$ cat config.mk
export PLATFORM = sky130hd
export DESIGN_NAME = adder_tree_complex
export DESIGN_NICKNAME = d
export VERILOG_FILES = /design/src/rtl/adder_tree_complex_pkg.sv /design/src/rtl/adder_tree_level.sv /design/src/rtl/adder_tree_complex.sv
export SDC_FILE = /design/constraint.sdc
export NUM_CORES = 1
export LEC_CHECK = 0
export ABC_AREA = 1
export CAP_MARGIN = 20
export CORE_MARGIN = 8
export CORE_UTILIZATION = 49
export CTS_CLUSTER_DIAMETER = 80
export DETAILED_ROUTE_END_ITERATION = 7
export GPL_TIMING_DRIVEN = 0
export PLACE_DENSITY = 0.77
export SYNTH_ARGS = -nofsm -noshare
export SYNTH_HDL_FRONTEND = slang
export SYNTH_SLANG_ARGS = --single-unit
$ cat constraint.sdc
create_clock -name clk -period 1.9 [get_ports clk]
set_input_delay 0.19 -clock clk [delete_from_list [all_inputs] [get_ports clk]]
set_output_delay 0.19 -clock clk [all_outputs]
set_load 0.01 [all_outputs]
$ cat src/rtl/adder_tree_complex_pkg.sv
// adder_tree_complex_pkg
// Shared constants and helpers for the pipelined N-input complex adder tree.
//   N_MIN / N_MAX  : legal range of the number of summed inputs
//   FMT_WIDTH      : width of the generic signed container used by the
//                    range-check and formatting helpers
//   tree_levels    : ceil(log2(n)), never less than 1
//   level_count    : number of values alive after a given tree level
//   is_out_of_range: exact sum outside the signed w-bit range
//   sat_wrap       : saturate (sat_en=1) or two's-complement wrap (sat_en=0)
package adder_tree_complex_pkg;

    localparam int N_MIN     = 2;
    localparam int N_MAX     = 16;
    localparam int FMT_WIDTH = 64;

    // Number of pairwise-add levels needed to reduce n values to one.
    function automatic int tree_levels(input int n);
        int l;
        l = 0;
        for (int i = 0; i < 31; i++) begin
            if ((1 << l) < n) begin
                l = l + 1;
            end
        end
        if (l < 1) begin
            l = 1;
        end
        return l;
    endfunction

    // Values remaining after lvl levels: an odd leftover is carried forward.
    function automatic int level_count(input int n, input int lvl);
        return (n + (1 << lvl) - 1) >> lvl;
    endfunction

    // The caller sign-extends its WI-bit exact sum into FMT_WIDTH bits.
    function automatic logic is_out_of_range(input logic signed [FMT_WIDTH-1:0] value,
                                             input int w);
        logic signed [FMT_WIDTH-1:0] max_v;
        logic signed [FMT_WIDTH-1:0] min_v;
        max_v = (64'sd1 <<< (w - 1)) - 64'sd1;
        min_v = -(64'sd1 <<< (w - 1));
        return (value > max_v) || (value < min_v);
    endfunction

    // Result in the low w bits; the caller truncates to its W-bit output.
    function automatic logic [FMT_WIDTH-1:0] sat_wrap(input logic signed [FMT_WIDTH-1:0] value,
                                                      input int w,
                                                      input logic sat_en);
        logic signed [FMT_WIDTH-1:0] max_v;
        logic signed [FMT_WIDTH-1:0] min_v;
        logic [FMT_WIDTH-1:0]        res;
        max_v = (64'sd1 <<< (w - 1)) - 64'sd1;
        min_v = -(64'sd1 <<< (w - 1));
        if (sat_en && (value > max_v)) begin
            res = max_v;
        end else if (sat_en && (value < min_v)) begin
            res = min_v;
        end else begin
            res = value;
        end
        return res;
    endfunction

endpackage

$ cat src/rtl/adder_tree_level.sv
// adder_tree_level
// One registered level of the adder tree: M signed WI-bit values in,
// ceil(M/2) pairwise sums out. An odd last element passes through.
// Ports:
//   clk, rst  : clock, asynchronous active-high reset
//   advance   : pipeline may move this cycle
//   valid     : the data at in_data belongs to a real beat
//   in_data   : M packed values, element k at [k*WI +: WI]
//   out_data  : ceil(M/2) registered values, same packing
module adder_tree_level
    import adder_tree_complex_pkg::*;
#(
    parameter int M  = 3,
    parameter int WI = 8
) (
    input  logic                                  clk,
    input  logic                                  rst,
    input  logic                                  advance,
    input  logic                                  valid,
    input  logic [M*WI-1:0]                       in_data,
    output logic [level_count(M, 1)*WI-1:0]       out_data
);

    localparam int MO = level_count(M, 1);

    logic [MO*WI-1:0] sum_s;

    for (genvar k = 0; k < MO; k++) begin : gen_pair
        if (2 * k + 1 < M) begin : g_add
            // WI already has headroom for the whole tree, so no wrap here.
            assign sum_s[k*WI +: WI] = $signed(in_data[2*k*WI +: WI])
                                     + $signed(in_data[(2*k+1)*WI +: WI]);
        end else begin : g_pass
            assign sum_s[k*WI +: WI] = in_data[2*k*WI +: WI];
        end
    end

    // Level register: loads only real beats, holds on stall and on bubbles.
    always_ff @(posedge clk or posedge rst) begin
        if (rst) begin
            out_data <= '0;
        end else if (advance && valid) begin
            out_data <= sum_s;
        end
    end

endmodule

$ cat src/rtl/adder_tree_complex.sv
// adder_tree_complex
// Pipelined N-input complex adder for signed Q(QI.QF) samples. Each tree
// level is registered, followed by one range-check/format stage, so latency
// is tree_levels(N)+1 cycles. A single global stall freezes every stage.
// Build option: define ADDER_TREE_COMPLEX_SAT_EN to saturate overflowing
// components; otherwise they wrap to the low W bits.
// Ports:
//   clk, rst            : clock, asynchronous active-high reset
//   in_valid / in_ready : input handshake (in_ready = !out_valid | out_ready)
//   in_re, in_im        : N packed W-bit operands, element k at [k*W +: W]
//   out_valid/out_ready : output handshake
//   out_re, out_im      : W-bit sum
//   out_ovf             : this beat's Re or Im exact sum exceeded W bits
//   ovf_sticky, ovf_clr : latched overflow flag and its synchronous clear
module adder_tree_complex
    import adder_tree_complex_pkg::*;
#(
    parameter int QI = 4,
    parameter int QF = 4,
    parameter int N  = 3
) (
    input  logic                   clk,
    input  logic                   rst,
    input  logic                   in_valid,
    output logic                   in_ready,
    input  logic [N*(QI+QF)-1:0]   in_re,
    input  logic [N*(QI+QF)-1:0]   in_im,
    output logic                   out_valid,
    input  logic                   out_ready,
    output logic [QI+QF-1:0]       out_re,
    output logic [QI+QF-1:0]       out_im,
    output logic                   out_ovf,
    output logic                   ovf_sticky,
    input  logic                   ovf_clr
);

    localparam int W  = QI + QF;
    localparam int L  = tree_levels(N);
    localparam int WI = W + L;

`ifdef ADDER_TREE_COMPLEX_SAT_EN
    localparam logic SAT_EN = 1'b1;
`else
    localparam logic SAT_EN = 1'b0;
`endif

    if ((N < N_MIN) || (N > N_MAX)) begin : g_bad_n
        $error("adder_tree_complex: N=%0d outside legal range %0d..%0d", N, N_MIN, N_MAX);
    end

    logic                 advance_s;
    logic [L-1:0]         valid_r;
    logic [N*WI-1:0]      re_ext_s;
    logic [N*WI-1:0]      im_ext_s;
    logic signed [WI-1:0] sum_re_s;
    logic signed [WI-1:0] sum_im_s;
    logic [W-1:0]         re_fmt_s;
    logic [W-1:0]         im_fmt_s;
    logic                 ovf_s;

    assign advance_s = !out_valid || out_ready;
    assign in_ready  = advance_s;

    for (genvar k = 0; k < N; k++) begin : gen_ext
        assign re_ext_s[k*WI +: WI] = WI'($signed(in_re[k*W +: W]));
        assign im_ext_s[k*WI +: WI] = WI'($signed(in_im[k*W +: W]));
    end

    for (genvar g = 0; g < L; g++) begin : gen_lvl
        localparam int MI = level_count(N, g);
        localparam int MO = level_count(N, g + 1);

        logic              lvl_valid_s;
        logic [MI*WI-1:0]  re_i;
        logic [MI*WI-1:0]  im_i;
        logic [MO*WI-1:0]  re_o;
        logic [MO*WI-1:0]  im_o;

        if (g == 0) begin : g_first
            assign lvl_valid_s = in_valid;
            assign re_i        = re_ext_s;
            assign im_i        = im_ext_s;
        end else begin : g_next
            assign lvl_valid_s = valid_r[g-1];
            assign re_i        = gen_lvl[g-1].re_o;
            assign im_i        = gen_lvl[g-1].im_o;
        end

        adder_tree_level #(.M(MI), .WI(WI)) u_re (
            .clk      (clk),
            .rst      (rst),
            .advance  (advance_s),
            .valid    (lvl_valid_s),
            .in_data  (re_i),
            .out_data (re_o)
        );

        adder_tree_level #(.M(MI), .WI(WI)) u_im (
            .clk      (clk),
            .rst      (rst),
            .advance  (advance_s),
            .valid    (lvl_valid_s),
            .in_data  (im_i),
            .out_data (im_o)
        );
    end

    assign sum_re_s = gen_lvl[L-1].re_o;
    assign sum_im_s = gen_lvl[L-1].im_o;

    // Range check and formatting of the exact tree result.
    always_comb begin
        re_fmt_s = W'(sat_wrap(FMT_WIDTH'(sum_re_s), W, SAT_EN));
        im_fmt_s = W'(sat_wrap(FMT_WIDTH'(sum_im_s), W, SAT_EN));
        ovf_s    = is_out_of_range(FMT_WIDTH'(sum_re_s), W)
                 | is_out_of_range(FMT_WIDTH'(sum_im_s), W);
    end

    // Valid chain shared by the Re and Im trees; bubbles keep their slot.
    always_ff @(posedge clk or posedge rst) begin
        if (rst) begin
            valid_r <= '0;
        end else if (advance_s) begin
            valid_r[0] <= in_valid;
            for (int i = 1; i < L; i++) begin
                valid_r[i] <= valid_r[i-1];
            end
        end
    end

    // Output stage: data only reloads for real beats so it stays stable on stall.
    always_ff @(posedge clk or posedge rst) begin
        if (rst) begin
            out_valid <= 1'b0;
            out_re    <= '0;
            out_im    <= '0;
            out_ovf   <= 1'b0;
        end else if (advance_s) begin
            out_valid <= valid_r[L-1];
            if (valid_r[L-1]) begin
                out_re  <= re_fmt_s;
                out_im  <= im_fmt_s;
                out_ovf <= ovf_s;
            end
        end
    end

    // Sticky overflow: an overflowing transfer beats a simultaneous clear.
    always_ff @(posedge clk or posedge rst) begin
        if (rst) begin
            ovf_sticky <= 1'b0;
        end else if (out_valid && out_ready && out_ovf) begin
            ovf_sticky <= 1'b1;
        end else if (ovf_clr) begin
            ovf_sticky <= 1'b0;
        end
    end

endmodule

After elaboration in Yosys (flattened, before gate mapping)
Cells that the tools add are included.
Storage, ports and cells
  register bits after elaboration: 77
  latch bits: 0
  bits in writable memories: 0
  bits in read-only memories: 0
  input bits: 53
  output and inout bits: 20
  word-level logic and storage cells: 31
  memories kept: 0
Cells by class
  add/subtract/negate cells: 4
  multipliers: 0
  divide/modulo/power cells: 0
  $lt $le $gt $ge: 4
  equal/unequal tests: 0
  shifts and indexed selects: 0
  muxes and demuxes: 2
  bitwise logic cells: 1
  reduce and logical (&&, ||, !) cells: 10
Operator list (number)
  $add A10 B8 Y10: 2
  $gt A10 B8 Y1 const B: 2
  $lt A10 B8 Y1 const B: 2
  $add A8 B8 Y9: 2
  $logic_and A1 B1 Y1: 4
  $logic_or A1 B1 Y1: 3
  $mux W1: 2
  $reduce_and A2 Y1: 1
  $reduce_bool A2 Y1: 1
  $logic_not A1 Y1: 1
  $or A1 B1 Y1: 1

Depth between registers and ports, before layout
Gate-level depths: netlist (run 1).
  word-level depth: 3
  depth in mapped cells: 11
  depth with buffers taken out: 11

Modules after synthesis
Synthesis (run 1) repeated with hierarchy kept, for this count alone.
Unflattened totals
  cells, all modules: 659
  area total of the unflattened synthesis: 5011.1 um^2
Modules (own cells, without submodules)
  adder_tree_level at gen_lvl[1].u_im ...: times used 2, cells each 120, area each 850.8 um^2, sequential area each 250.2 um^2
  adder_tree_level at gen_lvl[0].u_re: times used 1, cells each 161, area each 1212.4 um^2, sequential area each 500.5 um^2
  adder_tree_level at gen_lvl[0].u_im: times used 1, cells each 160, area each 1194.9 um^2, sequential area each 500.5 um^2
  adder_tree_complex: times used 1, cells each 98, area each 902.1 um^2, sequential area each 525.5 um^2

Least setup slack after synthesis (run 1)
Ideal clock, no wire load.
  kind: register -> register
  start point: register gen_lvl[0].u_re.out_data[0]
  end point: register gen_lvl[1].u_re.out_data[8]
  library setup time: 117 ps
  arrival: 1545 ps
  data required time: 1783 ps
  path slack: 237 ps
  cell stages (with the launch flop): 10
  buffers on the path: 0
  clock period less this slack: 1663 ps
  cell sequence: dfrtp_1 > ha_1 > inv_1 > fa_1 > o21ai_0 > nand2_1 > nand2_1 > nand2_1 > nand3_1 > nand2_1
Between the ends
  word-level cells in the longest chain between the ends: 1
RTL lines
  from (decl): RTL line adder_tree_level.sv:21  | output logic [level_count(M, 1)*WI-1:0] out_data
  from (signal assigned): RTL line adder_tree_level.sv:43  | out_data <= sum_s;
  $add A10 B8 Y10: RTL line adder_tree_level.sv:32  | + $signed(in_data[(2*k+1)*WI +: WI]);
  to (signal assigned): RTL line adder_tree_level.sv:43
  to (decl): RTL line adder_tree_level.sv:21
No other way between the ends.
A chain may end at the register's enable or synchronous reset.

Worst setup path after layout (run 1)
  start point: register gen_lvl[0].u_im.out_data[10]
  end point: register gen_lvl[1].u_im.out_data[6]
Between the ends
  word-level cells in the longest chain between the ends: 1
RTL lines (RTL line)
  from (decl): adder_tree_level.sv:21
  from (signal assigned): adder_tree_level.sv:43
  $add A10 B8 Y10: adder_tree_level.sv:32
  to (signal assigned): adder_tree_level.sv:43
  to (decl): adder_tree_level.sv:21
No other way between the ends.

==> metrics.txt, run 1 <==
share of cells above drive strength 1 10.06%; fmax 579.2 MHz; #FFs+latches synth 75; maximum VDD drop 0.4401 mV; crit path DAT 1.96 ns; Combinational Power Share 46.4%; GRT Util Overall 15.84%; Slew Limit Fails 0; Reg-to-Reg End gen_lvl[1].u_im.out_data[6]; CP max stage delay roughly 0.42 ns; Synth top cells by count nand2_1 (202), dfrtp_1 (75), inv_1 (44); Setup CP Type register to register; Primary FF master, synth dfrtp_1; post-route cell area 5652 sq um; Clock Tree Root clkbuf_8; DRC Markers 0; via count 3713; Setup TNS 0 ns; antenna diode count 0; Worst Clk Skew between 0.01 and 0.015 ns; Die Height 112.0 um; Setup crit end kind register; final hold vios 0; routed len/inst ~13 um; final wirelength 9.560 mm; HP Class primary input to async pin; initial core utilization 49.59%; Final Net Count 722; post-CTS setup buffers 0; Worst path most repeated cell nand2_1; CTS tree yes; Seq/Total Area, Yosys 41.55%; drt pass-1 iters 5; worst path required time 2.13 ns; antenna violations before repair 0; Vias/cell 4.971; final non-filler cell total around 750; CORE AREA 9109 sq um; ys async rst share 100.0%; Ys Warns 0; Worst-path clk slew 0.08 ns; num ports 73; number of synthesized flops with an enable pin 0; Placed Cells incl. Taps approximately 730; Worst-Margin Slew 0.5841 ns; share of the synthesized area in the top cell type 41.55%; crit-path cells ha_1, inv_1, fa_1, o21ai_2, nand2_1, nand2_1, nand2_1, nand3_1, nand2_1; # hold bufs at CTS 0; Area contributors post-synth dfrtp_1 (42%), nand2_1 (17%), ha_1 (9.4%); dpl cell area 5428 sq um; die extent in x 112.0 um; clock share of power 17.8%; dpl hpwl about 7.7 mm; Max FO, Critical Path 4; CTS sink cnt 75; Mapped Cells 546; element type at the critical path start register; period utilization 90.87%; WHS 0.2534 ns; Syn Nets approximately 640; P_leak 2.830 nW; FILL cells 812; PwrDens 1264 nW/um^2; Crit-path slowest cell fa_1; Max H-tree Level 3; FF-to-FF Start gen_lvl[0].u_im.out_data[10]; first-pass GRT wire length 16.64 mm; switching pwr 0.002676 W; clock period minus worst slack 1.727 ns; register-to-register setup slack roughly 0.17 ns; # rows 35; largest area contributor in the netlist dfrtp_1; grt ovf 0; Sequential Power Share 35.8%; Num CTS Buffers 9; Synth Cell Area between 4000 and 5000 sq um; sw frac 37.46%; Distinct cells, synth 34; DRT iter0 DRCs 138; Max-slew headroom 60.97%; global placement routability congestion 0.8245; Place WS -0.1075 ns; final worst slack 0.1735 ns; port bufs approximately 70; Max Root-Sink Buffers 2; vias in the first global route 3742; worst skew pair latency 0.35 ns; pin count of the biggest net entering global routing 28; status finished, final reports clean; setup violators final 0; most frequent cell after synthesis nand2_1; Syn-to-layout area delta 25.12%; antenna-violating nets left 0; die area roughly 13000 sq um; unrepaired setup endpoints after global routing false; r2r worst-path depth 9; Int Power about 0.0045 W; Avg Inst Size Synth 8.273 sq um; Max-Cap Viols 0
==> repair_timing <==
item | in CTS | in global routing
setup endpoints to repair | 4 | 5
gates resized for setup | 2 | 3
hold endpoints to repair | 0 | 0
pin swaps | 0 | 2
==> how the worst max path moves through the flow <==
stage / slack, ns / startpoint / endpoint
floorplan: 0.24 / gen_lvl[0].u_re.out_data[0] / gen_lvl[1].u_re.out_data[8]
global placement: -0.05 / in_im[0] / gen_lvl[0].u_im.out_data[6]
global route: 0.004 / gen_lvl[0].u_im.out_data[10] / gen_lvl[1].u_im.out_data[6]
detailed placement: -0.11 / in_re[0] / gen_lvl[0].u_re.out_data[6]
CTS: 0.02 / out_valid / in_ready
finish: 0.17 / gen_lvl[0].u_im.out_data[10] / gen_lvl[1].u_im.out_data[6]
==> layout make-up <==
type                       count  area (sq um)  share of cell area (%)
tap                          111         138.9                   2.457
inverter                      47         195.2                   3.454
multi-input combinational    412          2322                   41.09
clock inverter                 3         45.04                  0.7970
clock buffer                  13         168.9                   2.989
timing repair buffer          74         770.7                   13.64
buffer                        12         133.9                   2.369
sequential                    75          1877                   33.21
==> power by group through the flow <==
| stage | clock network [W] | logic, W | registers [W] |
|---|---|---|---|
| 3_3_place_gp | 0 | 0.00318 | 0.00255 |
| 2_1_floorplan | 0 | 0.00223 | 0.00259 |
| 6_report | 0.00127 | 0.00332 | 0.00256 |
| 3_5_place_dp | 0 | 0.00329 | 0.00259 |
| 5_1_grt | 0.00138 | 0.00375 | 0.00263 |
| 4_1_cts | 0.00130 | 0.00332 | 0.00256 |
==> metal layers <==
metal | vias to the layer above | routed length [um] | share of wire [%] | global-route usage (%)
met5 | - | 0 | 0 | 0
met4 | 0 | 159 | 1.7 | 6.565
met3 | 11 | 349 | 3.7 | 2.791
met2 | 79 | 4576 | 48 | 26.41
met1 | 1696 | 4475 | 47 | 19.90
li1 | 1927 | - | - | -
==> placed cells by master (no fill, tap or decap), drive strengths merged <==
master         synthesis  layout
ha                    34      34
o21bai                 1       1
nand2                212     212
clkinvlp               0       3
clkbuf                 0      13
o21ai                 35      35
xnor2                  8       8
a21oi                 22      22
dfrtp                 75      75
dlymetal6s2s           0       1
a21o                   2       2
nand3b                 4       4
clkdlybuf4s50          0      71
nand4                  4       4
mux2                   8       8
or2                    5       5
nor2                  25      25
o21a                   4       4
inv                   47      46
bufinv                 0       1
nor3                   1       1
buf                   12      14
fa                     4       4
nand3                 42      42
a31oi                  1       1
==> worst max-delay path: cells and delay by family (launching register included) <==
family	cells	cell delay, ns
AO/OA/AOI/OAI	1	0.22
buffers and inverters	1	0.07
flip-flops	1	0.36
AND/OR/NAND/NOR	5	0.35
adder cells (fa/ha/maj)	2	0.62
==> state kept, by name, summed over array words and instances, names as in the netlist <==
name and cells:
gen_lvl.u_im.out_data 27, out_im 8, out_ovf 1, out_valid 1, gen_lvl.u_re.out_data 27, valid_r 2, ovf_sticky 1, out_re 8
==> metrics by stage <==
step | util [%] | total power, W
6_report | 62.05 | 0.007144
5_1_grt | 62.05 | 0.007753
4_1_cts | 61.94 | 0.007175
3_5_place_dp | 59.59 | 0.005876
3_3_place_gp | 59.07 | 0.005731
2_1_floorplan | - | 0.004813
==> cells by family (layout without fill, tap and decap cells) <==
group	Yosys count	after routing	share of synthesized area [%]
simple gates	293	293	27.89
xor+xnor	8	8	1.551
compound gates	65	65	8.366
fa+ha+maj	38	38	11.19
mux	8	8	2.244
flops	75	75	41.55
buf+inv	59	149	7.202
(Power assumes the default switching activity.)
==> run 2: changes to the inputs <==
GPL_TIMING_DRIVEN = 1   (was 0)
==> run 2 against run 1 <==
Against the previous run: combinational power shrank 3%; wire length down 4.2%; die area unchanged; cell area shrank 2.3%; clock skew shrank 0.0029 ns; clock power shrank 17%; cell count fell by 0.54%; count of clock-buffer cells in the layout is 2 lower; hold slack better by 0.026 ns; maximum frequency shrank 0.32%; via count increased by 1.6%; total power fell by 4.4%; largest cell class unchanged; highest routed layer unchanged.
==> metrics.txt, run 2 (synthesis results as in run 1) <==
status finished, final reports clean; maximum VDD drop 0.4082 mV; r2r worst-path depth 10; die area 12550 sq um; Worst-Margin Slew between 0.4 and 0.5 ns; share of cells above drive strength 1 9.494%; period utilization between 90% and 100%; Reg-to-Reg End gen_lvl[1].u_re.out_data[6]; initial core utilization 49.59%; Worst path most repeated cell nand2_1; dpl cell area roughly 5300 sq um; num ports 73; sw frac 38.42%; global placement routability congestion 0.8548; dpl hpwl approximately 7.1 mm; register-to-register setup slack 0.17 ns; Max-Cap Viols 0; most common cell after layout, fill and taps aside nand2_1; switching pwr about 0.0026 W; PwrDens 1236 nW/um^2; # hold bufs at CTS 0; first-pass GRT wire length between 15 and 20 mm; fmax 577.4 MHz; Max H-tree Level 3; Setup CP Type register to register; Worst-path clk slew 0.08 ns; CTS tree yes; GRT Util Overall between 10% and 20%; clock share of power 15.5%; DRT iter0 DRCs 169; P_leak 2.774 nW; Vias/cell 5.077; Max FO, Critical Path 4; DRC Markers 0; grt ovf 0; routed len/inst 12.33 um; worst path required time 2.13 ns; Die Height 112.0 um; die extent in x roughly 110 um; Num CTS Buffers 9; final hold vios 0; worst skew pair latency 0.34 ns; FILL cells ~800; Worst Clk Skew 0.008004 ns; Final Net Count between 700 and 800; crit path DAT approximately 2.0 ns; CP max stage delay 0.40 ns; multi-input logic area 2320 sq um; Sequential Power Share 37.5%; clock period minus worst slack 1.732 ns; FF-to-FF Start gen_lvl[0].u_re.out_data[0]; vias in the first global route 3840; crit path from gen_lvl[0].u_re.out_data[0]; crit-path cells ha_2, inv_1, fa_1, o21ai_1, buf_4, nand2_1, nand2_1, nand2_1, nand3_1, nand2_1; CORE AREA 9109 sq um; final non-filler cell total 743; final design utilization 60.62%; Crit-path slowest cell fa_1; register area 1877 sq um; Setup crit end kind register; Combinational Power Share 47.0%; largest registers gen_lvl.u_im.out_data x27, gen_lvl.u_re.out_data x27; # rows 35; final wirelength between 9 and 10 mm; setup violators final 0; most frequent cells in the layout nand2_1 (202), dfrtp_1 (75), clkdlybuf4s50_1 (72), inv_1 (43), nand3_1 (42); Slew Limit Fails 0; CTS sink cnt 75; pin count of the biggest net entering global routing 76; Max Root-Sink Buffers 2; antenna violations before repair 0; Max-slew headroom 72.89%; Syn-to-layout area delta 22.24%; antenna-violating nets left 0; Clock Tree Root clkbuf_8; HP Class primary input to async pin; element type at the critical path start register; post-route cell area 5522 sq um; via count 3772; Placed Cells incl. Taps approximately 730; port bufs slightly above 70; Int Power 0.004204 W; antenna diode count 0; unrepaired setup endpoints after global routing false; drt pass-1 iters 4
[run 2: cell types whose count changed in the layout (fill, tap and decap cells not counted), sizes merged]
cell / previous run / this run
clkinv: 0 / 5
clkinvlp: 3 / 1
clkdlybuf4s50: 71 / 72
clkbuf: 13 / 11
bufinv: 1 / 0
buf: 14 / 10
dlymetal6s2s: 1 / 0
[run 2: timing repair]
item | 4_1_cts | 5_1_grt
resized for setup | 0 | 4
setup endpoints to repair | 0 | 4
buffers inserted | 0 | 1
[run 2: worst max-delay path by stage]
stage                     cells after the start                          end  slack [ns]
final                                        10  gen_lvl[1].u_re.out_data[6]        0.17
after global routing                         10  gen_lvl[1].u_re.out_data[6]       0.007
after CTS                                    10  gen_lvl[1].u_im.out_data[6]        0.11
after detailed placement                     10  gen_lvl[0].u_im.out_data[6]       -0.07
after global placement                       10  gen_lvl[0].u_re.out_data[6]      -0.004
after floorplan                               9  gen_lvl[1].u_re.out_data[8]        0.24
[run 2: power groups by stage]
stage | clock network, W | registers [W] | logic (W)
global placement | 0 | 0.00255 | 0.00310
detailed placement | 0 | 0.00259 | 0.00319
CTS | 0.00109 | 0.00257 | 0.00321
finish | 0.00106 | 0.00256 | 0.00321
floorplan | 0 | 0.00259 | 0.00223
global route | 0.00115 | 0.00265 | 0.00367
[run 2: through the flow]
step / total power (W) / hold WS (ns) / setup WS (ns) / setup TNS (ns)
after global placement: 0.005650 / 0.4650 / -0.004106 / -0.004106
after detailed placement: 0.005786 / 0.4720 / -0.07381 / -0.1850
after CTS: 0.006868 / 0.3146 / 0.1060 / 0
final: 0.006827 / 0.2795 / 0.1680 / 0
after global routing: 0.007478 / 0.3297 / 0.006770 / 0
after floorplan: 0.004813 / 0.2973 / 0.2373 / 0
[run 2: area by class of cell]
class | instances | area share, %
well taps | 111 | 2.515
clock inverters | 5 | 0.5212
multi-input cells | 412 | 42.01
clock buffers | 11 | 2.561
flip-flops and latches | 75 | 33.99
inverters | 47 | 3.535
repair buffers | 82 | 14.87
[run 2: critical path, delay by kind of cell (launching register included)]
kind | cells | cell delay (ns)
AO/OA/AOI/OAI | 1 | 0.14
buffers and inverters | 2 | 0.20
adder cells (fa/ha/maj) | 2 | 0.61
AND/OR/NAND/NOR | 5 | 0.30
flip-flops | 1 | 0.37
[run 2: routing by layer]
metal,GRT usage (%),up-vias,part of all wire (%)
met5,0,-,0
met4,6.025,0,1.3
met3,3.811,7,6.1
met2,25.40,106,45
met1,19.89,1726,48
li1,-,1933,-
==> run 3: changes to the inputs <==
CAP_MARGIN = default   (was 20)
==> results of run 3 <==
No change in the layout: final DEF, timing and power equal those of run 2.
